<file path="src/rtl/uart_pkg.sv">
// Shared UART definitions: receiver state encoding and default link constants
// common to BaudRateGen, uart_rx and the future uart_tx.
package uart_pkg;

  localparam int unsigned UART_OVERSAMPLE = 16;
  localparam int unsigned UART_DATA_BITS  = 8;

  typedef enum logic [2:0] {
    IDLE   = 3'd0,
    START  = 3'd1,
    DATA   = 3'd2,
    PARITY = 3'd3,
    STOP   = 3'd4,
    BREAK  = 3'd5
  } rx_state_e;

endpackage

</file>
<file path="src/rtl/sync_2ff.sv">
// Multi-stage synchronizer for an asynchronous single-bit input.
// Resets to 1 so an idle-high serial line is seen as idle out of reset.
// Ports: Clock, Reset_n (async active-low), i_d (async in), o_q (synchronized out).
module sync_2ff #(
  parameter int unsigned SYNC_STAGES = 2
) (
  input  logic Clock,
  input  logic Reset_n,
  input  logic i_d,
  output logic o_q
);

  logic [SYNC_STAGES-1:0] r_sync;

  // Shift chain; stage 0 takes the raw input.
  always_ff @(posedge Clock or negedge Reset_n) begin
    if (!Reset_n) r_sync <= '1;
    else          r_sync <= {r_sync[SYNC_STAGES-2:0], i_d};
  end

  assign o_q = r_sync[SYNC_STAGES-1];

endmodule

</file>
<file path="src/rtl/uart_rx.sv">
// UART receive deserializer: samples Rx at mid-bit using the OVERSAMPLE x baud
// tick, assembles LSB-first frames and presents each byte with a one-cycle
// DataValid strobe. A low stop bit gives one FramingError and the receiver then
// waits for the line to return high.
// Optional macro UART_RX_PARITY_EN: adds an even-parity bit and ParityError.
// Ports: Clock, Reset_n (async active-low), OversampleTick, Rx (async serial in),
//        Data, DataValid, FramingError, [ParityError], Busy.
module uart_rx
  import uart_pkg::*;
#(
  parameter int unsigned DATA_BITS   = UART_DATA_BITS,
  parameter int unsigned OVERSAMPLE  = UART_OVERSAMPLE,
  parameter int unsigned SYNC_STAGES = 2
) (
  input  logic                 Clock,
  input  logic                 Reset_n,
  input  logic                 OversampleTick,
  input  logic                 Rx,
  output logic [DATA_BITS-1:0] Data,
  output logic                 DataValid,
  output logic                 FramingError,
`ifdef UART_RX_PARITY_EN
  output logic                 ParityError,
`endif
  output logic                 Busy
);

  localparam int unsigned CNT_W = $clog2(OVERSAMPLE);
  localparam int unsigned BIT_W = $clog2(DATA_BITS) + 1;
  localparam logic [CNT_W-1:0] CNT_HALF = CNT_W'(OVERSAMPLE / 2 - 1);
  localparam logic [CNT_W-1:0] CNT_LAST = CNT_W'(OVERSAMPLE - 1);
  localparam logic [BIT_W-1:0] BIT_LAST = BIT_W'(DATA_BITS - 1);

  rx_state_e            r_state, w_state_nxt;
  logic [CNT_W-1:0]     r_cnt, w_cnt_nxt;
  logic [BIT_W-1:0]     r_bitcnt, w_bitcnt_nxt;
  logic [DATA_BITS-1:0] r_shift, w_shift_nxt;
  logic [DATA_BITS-1:0] r_data, w_data_nxt;
  logic                 r_valid, w_valid_nxt;
  logic                 r_ferr, w_ferr_nxt;
  logic                 r_busy;
  logic                 w_rxs;
  logic                 w_half, w_last;
`ifdef UART_RX_PARITY_EN
  logic                 r_par, w_par_nxt;
  logic                 r_perr, w_perr_nxt;
`endif

  sync_2ff #(.SYNC_STAGES(SYNC_STAGES)) u_sync (
    .Clock   (Clock),
    .Reset_n (Reset_n),
    .i_d     (Rx),
    .o_q     (w_rxs)
  );

  assign w_half = OversampleTick && (r_cnt == CNT_HALF);
  assign w_last = OversampleTick && (r_cnt == CNT_LAST);

  // State register.
  always_ff @(posedge Clock or negedge Reset_n) begin
    if (!Reset_n) r_state <= IDLE;
    else          r_state <= w_state_nxt;
  end

  // Next-state logic; all sampling decisions happen on tick cycles only.
  always_comb begin
    w_state_nxt = r_state;
    case (r_state)
      IDLE:   if (!w_rxs) w_state_nxt = START;
      START:  if (w_half) w_state_nxt = w_rxs ? IDLE : DATA;
      DATA:   if (w_last && (r_bitcnt == BIT_LAST))
`ifdef UART_RX_PARITY_EN
                w_state_nxt = PARITY;
      PARITY: if (w_last) w_state_nxt = STOP;
`else
                w_state_nxt = STOP;
`endif
      STOP:   if (w_last) w_state_nxt = w_rxs ? IDLE : BREAK;
      BREAK:  if (w_rxs) w_state_nxt = IDLE;
      default: w_state_nxt = IDLE;
    endcase
  end

  // Datapath next values and strobes.
  always_comb begin
    w_cnt_nxt    = r_cnt;
    w_bitcnt_nxt = r_bitcnt;
    w_shift_nxt  = r_shift;
    w_data_nxt   = r_data;
    w_valid_nxt  = 1'b0;
    w_ferr_nxt   = 1'b0;
`ifdef UART_RX_PARITY_EN
    w_par_nxt    = r_par;
    w_perr_nxt   = 1'b0;
`endif
    case (r_state)
      IDLE: w_cnt_nxt = '0;
      START: begin
        if (w_half) begin
          w_cnt_nxt    = '0;
          w_bitcnt_nxt = '0;
        end else if (OversampleTick) begin
          w_cnt_nxt = r_cnt + 1'b1;
        end
      end
      DATA: begin
        if (w_last) begin
          // LSB arrives first, so shifting in at the MSB leaves it at bit 0.
          w_shift_nxt  = {w_rxs, r_shift[DATA_BITS-1:1]};
          w_cnt_nxt    = '0;
          w_bitcnt_nxt = r_bitcnt + 1'b1;
        end else if (OversampleTick) begin
          w_cnt_nxt = r_cnt + 1'b1;
        end
      end
`ifdef UART_RX_PARITY_EN
      PARITY: begin
        if (w_last) begin
          w_par_nxt = w_rxs;
          w_cnt_nxt = '0;
        end else if (OversampleTick) begin
          w_cnt_nxt = r_cnt + 1'b1;
        end
      end
`endif
      STOP: begin
        if (w_last) begin
          w_cnt_nxt = '0;
          if (w_rxs) begin
            w_data_nxt  = r_shift;
            w_valid_nxt = 1'b1;
`ifdef UART_RX_PARITY_EN
            // Even parity: data bits plus parity bit must XOR to zero.
            w_perr_nxt  = (^r_shift) ^ r_par;
`endif
          end else begin
            w_ferr_nxt = 1'b1;
          end
        end else if (OversampleTick) begin
          w_cnt_nxt = r_cnt + 1'b1;
        end
      end
      BREAK: w_cnt_nxt = '0;
      default: w_cnt_nxt = '0;
    endcase
  end

  // Datapath and output registers.
  always_ff @(posedge Clock or negedge Reset_n) begin
    if (!Reset_n) begin
      r_cnt    <= '0;
      r_bitcnt <= '0;
      r_shift  <= '0;
      r_data   <= '0;
      r_valid  <= 1'b0;
      r_ferr   <= 1'b0;
      r_busy   <= 1'b0;
`ifdef UART_RX_PARITY_EN
      r_par    <= 1'b0;
      r_perr   <= 1'b0;
`endif
    end else begin
      r_cnt    <= w_cnt_nxt;
      r_bitcnt <= w_bitcnt_nxt;
      r_shift  <= w_shift_nxt;
      r_data   <= w_data_nxt;
      r_valid  <= w_valid_nxt;
      r_ferr   <= w_ferr_nxt;
      r_busy   <= (w_state_nxt != IDLE);
`ifdef UART_RX_PARITY_EN
      r_par    <= w_par_nxt;
      r_perr   <= w_perr_nxt;
`endif
    end
  end

  assign Data         = r_data;
  assign DataValid    = r_valid;
  assign FramingError = r_ferr;
  assign Busy         = r_busy;
`ifdef UART_RX_PARITY_EN
  assign ParityError  = r_perr;
`endif

endmodule
</file>
<file path="config.mk">
export PLATFORM = sky130hd
export DESIGN_NAME = uart_rx
export DESIGN_NICKNAME = d
export VERILOG_FILES = /design/src/rtl/uart_pkg.sv /design/src/rtl/sync_2ff.sv /design/src/rtl/uart_rx.sv
export SDC_FILE = /design/constraint.sdc
export NUM_CORES = 1
export LEC_CHECK = 0
export CAP_MARGIN = 20
export CELL_PAD_IN_SITES_DETAIL_PLACEMENT = 2
export CELL_PAD_IN_SITES_GLOBAL_PLACEMENT = 2
export CORE_MARGIN = 2
export CORE_UTILIZATION = 33
export DETAILED_ROUTE_END_ITERATION = 8
export PLACE_DENSITY_LB_ADDON = 0.1
export SLEW_MARGIN = 20
export SYNTH_ARGS = -nofsm -noshare
export SYNTH_HDL_FRONTEND = slang
export SYNTH_SLANG_ARGS = --single-unit
</file>
<file path="constraint.sdc">
create_clock -name Clock -period 1.8 [get_ports Clock]
set_input_delay 0.36 -clock Clock [delete_from_list [all_inputs] [get_ports Clock]]
set_output_delay 0.36 -clock Clock [all_outputs]
set_load 0.05 [all_outputs]
</file>
==> flow_metrics.tcl <==
set metrics [dict create \
    syn_avg_cell_area_um2 11.7 \
    drt_iter0_drc 27 \
    finalPower_uw 1980 \
    fin_util_pct 43.5 \
    fmaxAchievable_mhz 582 \
    power_density_nw_per_um2 1050 \
    r2r_cells 5 \
    fp.dieH_um 70.6 \
    drt-total-wl_mm 3.43 \
    dp_hpwl_mm 2.48 \
    status "complete, no violations" \
    antenna_found_initial 0 \
    path_clk_slew_ns 0.07 \
    route.detailed.drc 0 \
    finalClockSkew_ns 0.00538 \
    grt.total_usage_pct 15.5 \
    yosys_warnings 0 \
    clock_path_buffers 2 \
    ys_top_cells_by_area "dfrtp_1, mux2_2, dfstp_2" \
    drv_cap 0 \
    grt_pass1_wl_mm 5.87 \
    postSynthNetCount 131 \
    rows 24 \
    final.min_clock_period_ns 1.72 \
    dr_total_vias 1099 \
    drt_first_pass_iters 4 \
    gp_congestion 0.669 \
    pin_count 15 \
    io_buffers 14 \
    cts_buffers 5 \
    ys_seq_elements 32 \
    slew_headroom_pct 72.6 \
    grt-ovfl-total 0 \
    hold_violations 0 \
    core_um2 4320 \
    ir_worst_vdd_mv 0.566 \
    hold_class "flop to flop" \
    grt_pass1_vias 1207 \
    syn_inst 125 \
    synth.yosys.seq_area_share_pct 54.8 \
    tightest_slew_ns 0.411 \
    antenna_cells 0 \
    layout-drive-gt1-share_pct 37.5 \
    root_buffer "clkbuf_8" \
    drv_slew 0 \
    crit_arrival_ns 1.89 \
    setup_violations 0 \
    final_cell_mix "buf_4, dfrtp_1, mux2_2" \
    holdPathStages 0 \
    start_kind "flop" \
    clk_latency_ns 0.28 \
    synth_top_area_share_pct 51.2 \
    antenna_left 0 \
    crit_type "flop to flop" \
    htreeDepth 2 \
    tritoncts "yes" \
    path_max_fanout 9 \
    synth_top_area_cell "dfrtp_1" \
    rsz0062_at_grt "no" \
    wl_per_cell_um 16.2 \
    netlist_area_um2 1470 \
    die_w_um 70.6 \
    end_kind "flop" \
    die_area_um2 4990 \
    area_delta_synth_final_pct 28.5 \
    required_ns 1.97 \
    layout_commonest_cell "buf_4" \
    synth.distinct_cells 39 \
    fin_crit_sh_pct 95.4 \
    start_util_pct 33.9 \
    cts.sink_count 32 \
    leakage_uw 0.000911 \
    final_nets 165 \
    grt_max_degree 33 \
    via_per_inst 5.18 \
]
==> final cells by class <==
class                   count  area (um2)
clock buffers               6        72.6
clock inverters             2        35.0
fillers                   478        2440
inverters                   3        11.3
multi-input cells          82         613
flip-flops and latches     32         803
well taps                  52        65.1
repair buffers             35         283
==> flip-flops by register name, summed over array words and instances (netlist names) <==
| signal | count |
|---|---|
| Data | 8 |
| FramingError | 1 |
| r_bitcnt | 4 |
| u_sync.r_sync | 2 |
| r_cnt | 4 |
| DataValid | 1 |
| r_state | 3 |
| r_shift | 8 |
| Busy | 1 |
==> cells by family (layout without fill, tap and decap cells) <==
family	after synthesis	in the layout	share of synthesized area, %
xor gates and xnor gates	3	3	1.79
buffers and inverters	11	46	3.50
AOI/OAI and AO/OA	25	25	12.0
muxes	18	18	13.7
adders and majority gates	2	2	1.71
DFF	32	32	54.8
and+or+nand+nor	34	34	12.5
==> synth_stat cells, drive strengths merged <==
cell,number
dfrtp,30
o211a,1
or3,1
xor2,1
mux2,17
nand2,7
o31ai,1
ha,2
dfstp,2
nand3,4
nor2,7
nor4b,1
inv,3
a21oi,7
o31a,1
o211ai,1
nand4,2
xnor2,2
nor4,1
nor3,2
a41oi,1
o32ai,1
nor3b,1
o21a,1
or3b,1
or4,2
buf,4
a221o,1
a2111o,1
nand3b,1
and3,1
mux2i,1
o21ai,5
nand2b,2
clkbuf,4
nor2b,1
a22o,4
==> path summary, 6_finish.rpt <==
check | startpoint | endpoint | slack [ns]
max | r_cnt[0]$_DFF_PN0_ | Data[5]$_DFFE_PN0P_ | 0.08
min | u_sync.r_sync[0]$_DFF_PN1_ | u_sync.r_sync[1]$_DFF_PN1_ | 0.36
max reg2reg | r_cnt[0]$_DFF_PN0_ | Data[5]$_DFFE_PN0P_ | 0.08
min reg2reg | u_sync.r_sync[0]$_DFF_PN1_ | u_sync.r_sync[1]$_DFF_PN1_ | 0.36
max in group asynchronous | Reset_n | u_sync.r_sync[0]$_DFF_PN1_ | 1.00
min in group asynchronous | Reset_n | r_bitcnt[3]$_DFFE_PN0P_ | 0.47
==> report_power, final <==
part / total [uW] / switching (uW) / internal, uW
sequential: 841 / 52.5 / 788
combinational: 461 / 250 / 211
clock: 677 / 267 / 410
total: 1980 / 569 / 1410
==> routing by layer <==
metal	track usage, %	vias up	share of wire [%]
met3	4.42	2	3.4
met1	19.5	567	45
li1	-	517	-
met4	6.29	0	0.55
met5	0	-	0
met2	25.3	13	51
==> worst max-delay path, stage by stage (launching register included) <==
cell and delay (ns):
dfrtp_1 0.36, ha_2 0.21, nand4_1 0.13, or4_1 0.42
buf_4 0.19, mux2_2 0.28
==> through the flow <==
| stage | instances | hold WS, ns | TNS [ns] | setup WS, ns | area [um2] |
|---|---|---|---|---|---|
| after detailed placement | 202 | 0.347 | -3.68 | -0.222 | 1760 |
| final | 212 | 0.357 | 0 | 0.0820 | 1880 |
| after global placement | 202 | 0.349 | -2.91 | -0.181 | 1760 |
| after global routing | 212 | 0.365 | 0 | 0.00463 | 1880 |
| after CTS | 210 | 0.358 | 0 | 0.00144 | 1870 |
| after floorplan | 125 | 0.0644 | 0 | 0.0873 | 1470 |
==> what timing repair did <==
action / 4_1_cts / 5_1_grt
setup endpoints to repair: 2 / 8
cloned: 0 / 0
gates resized for setup: 1 / 0
hold buffers: 0 / 0
setup buffers: 0 / 2
pin swaps: 0 / 1
(Power assumes the default switching activity.)
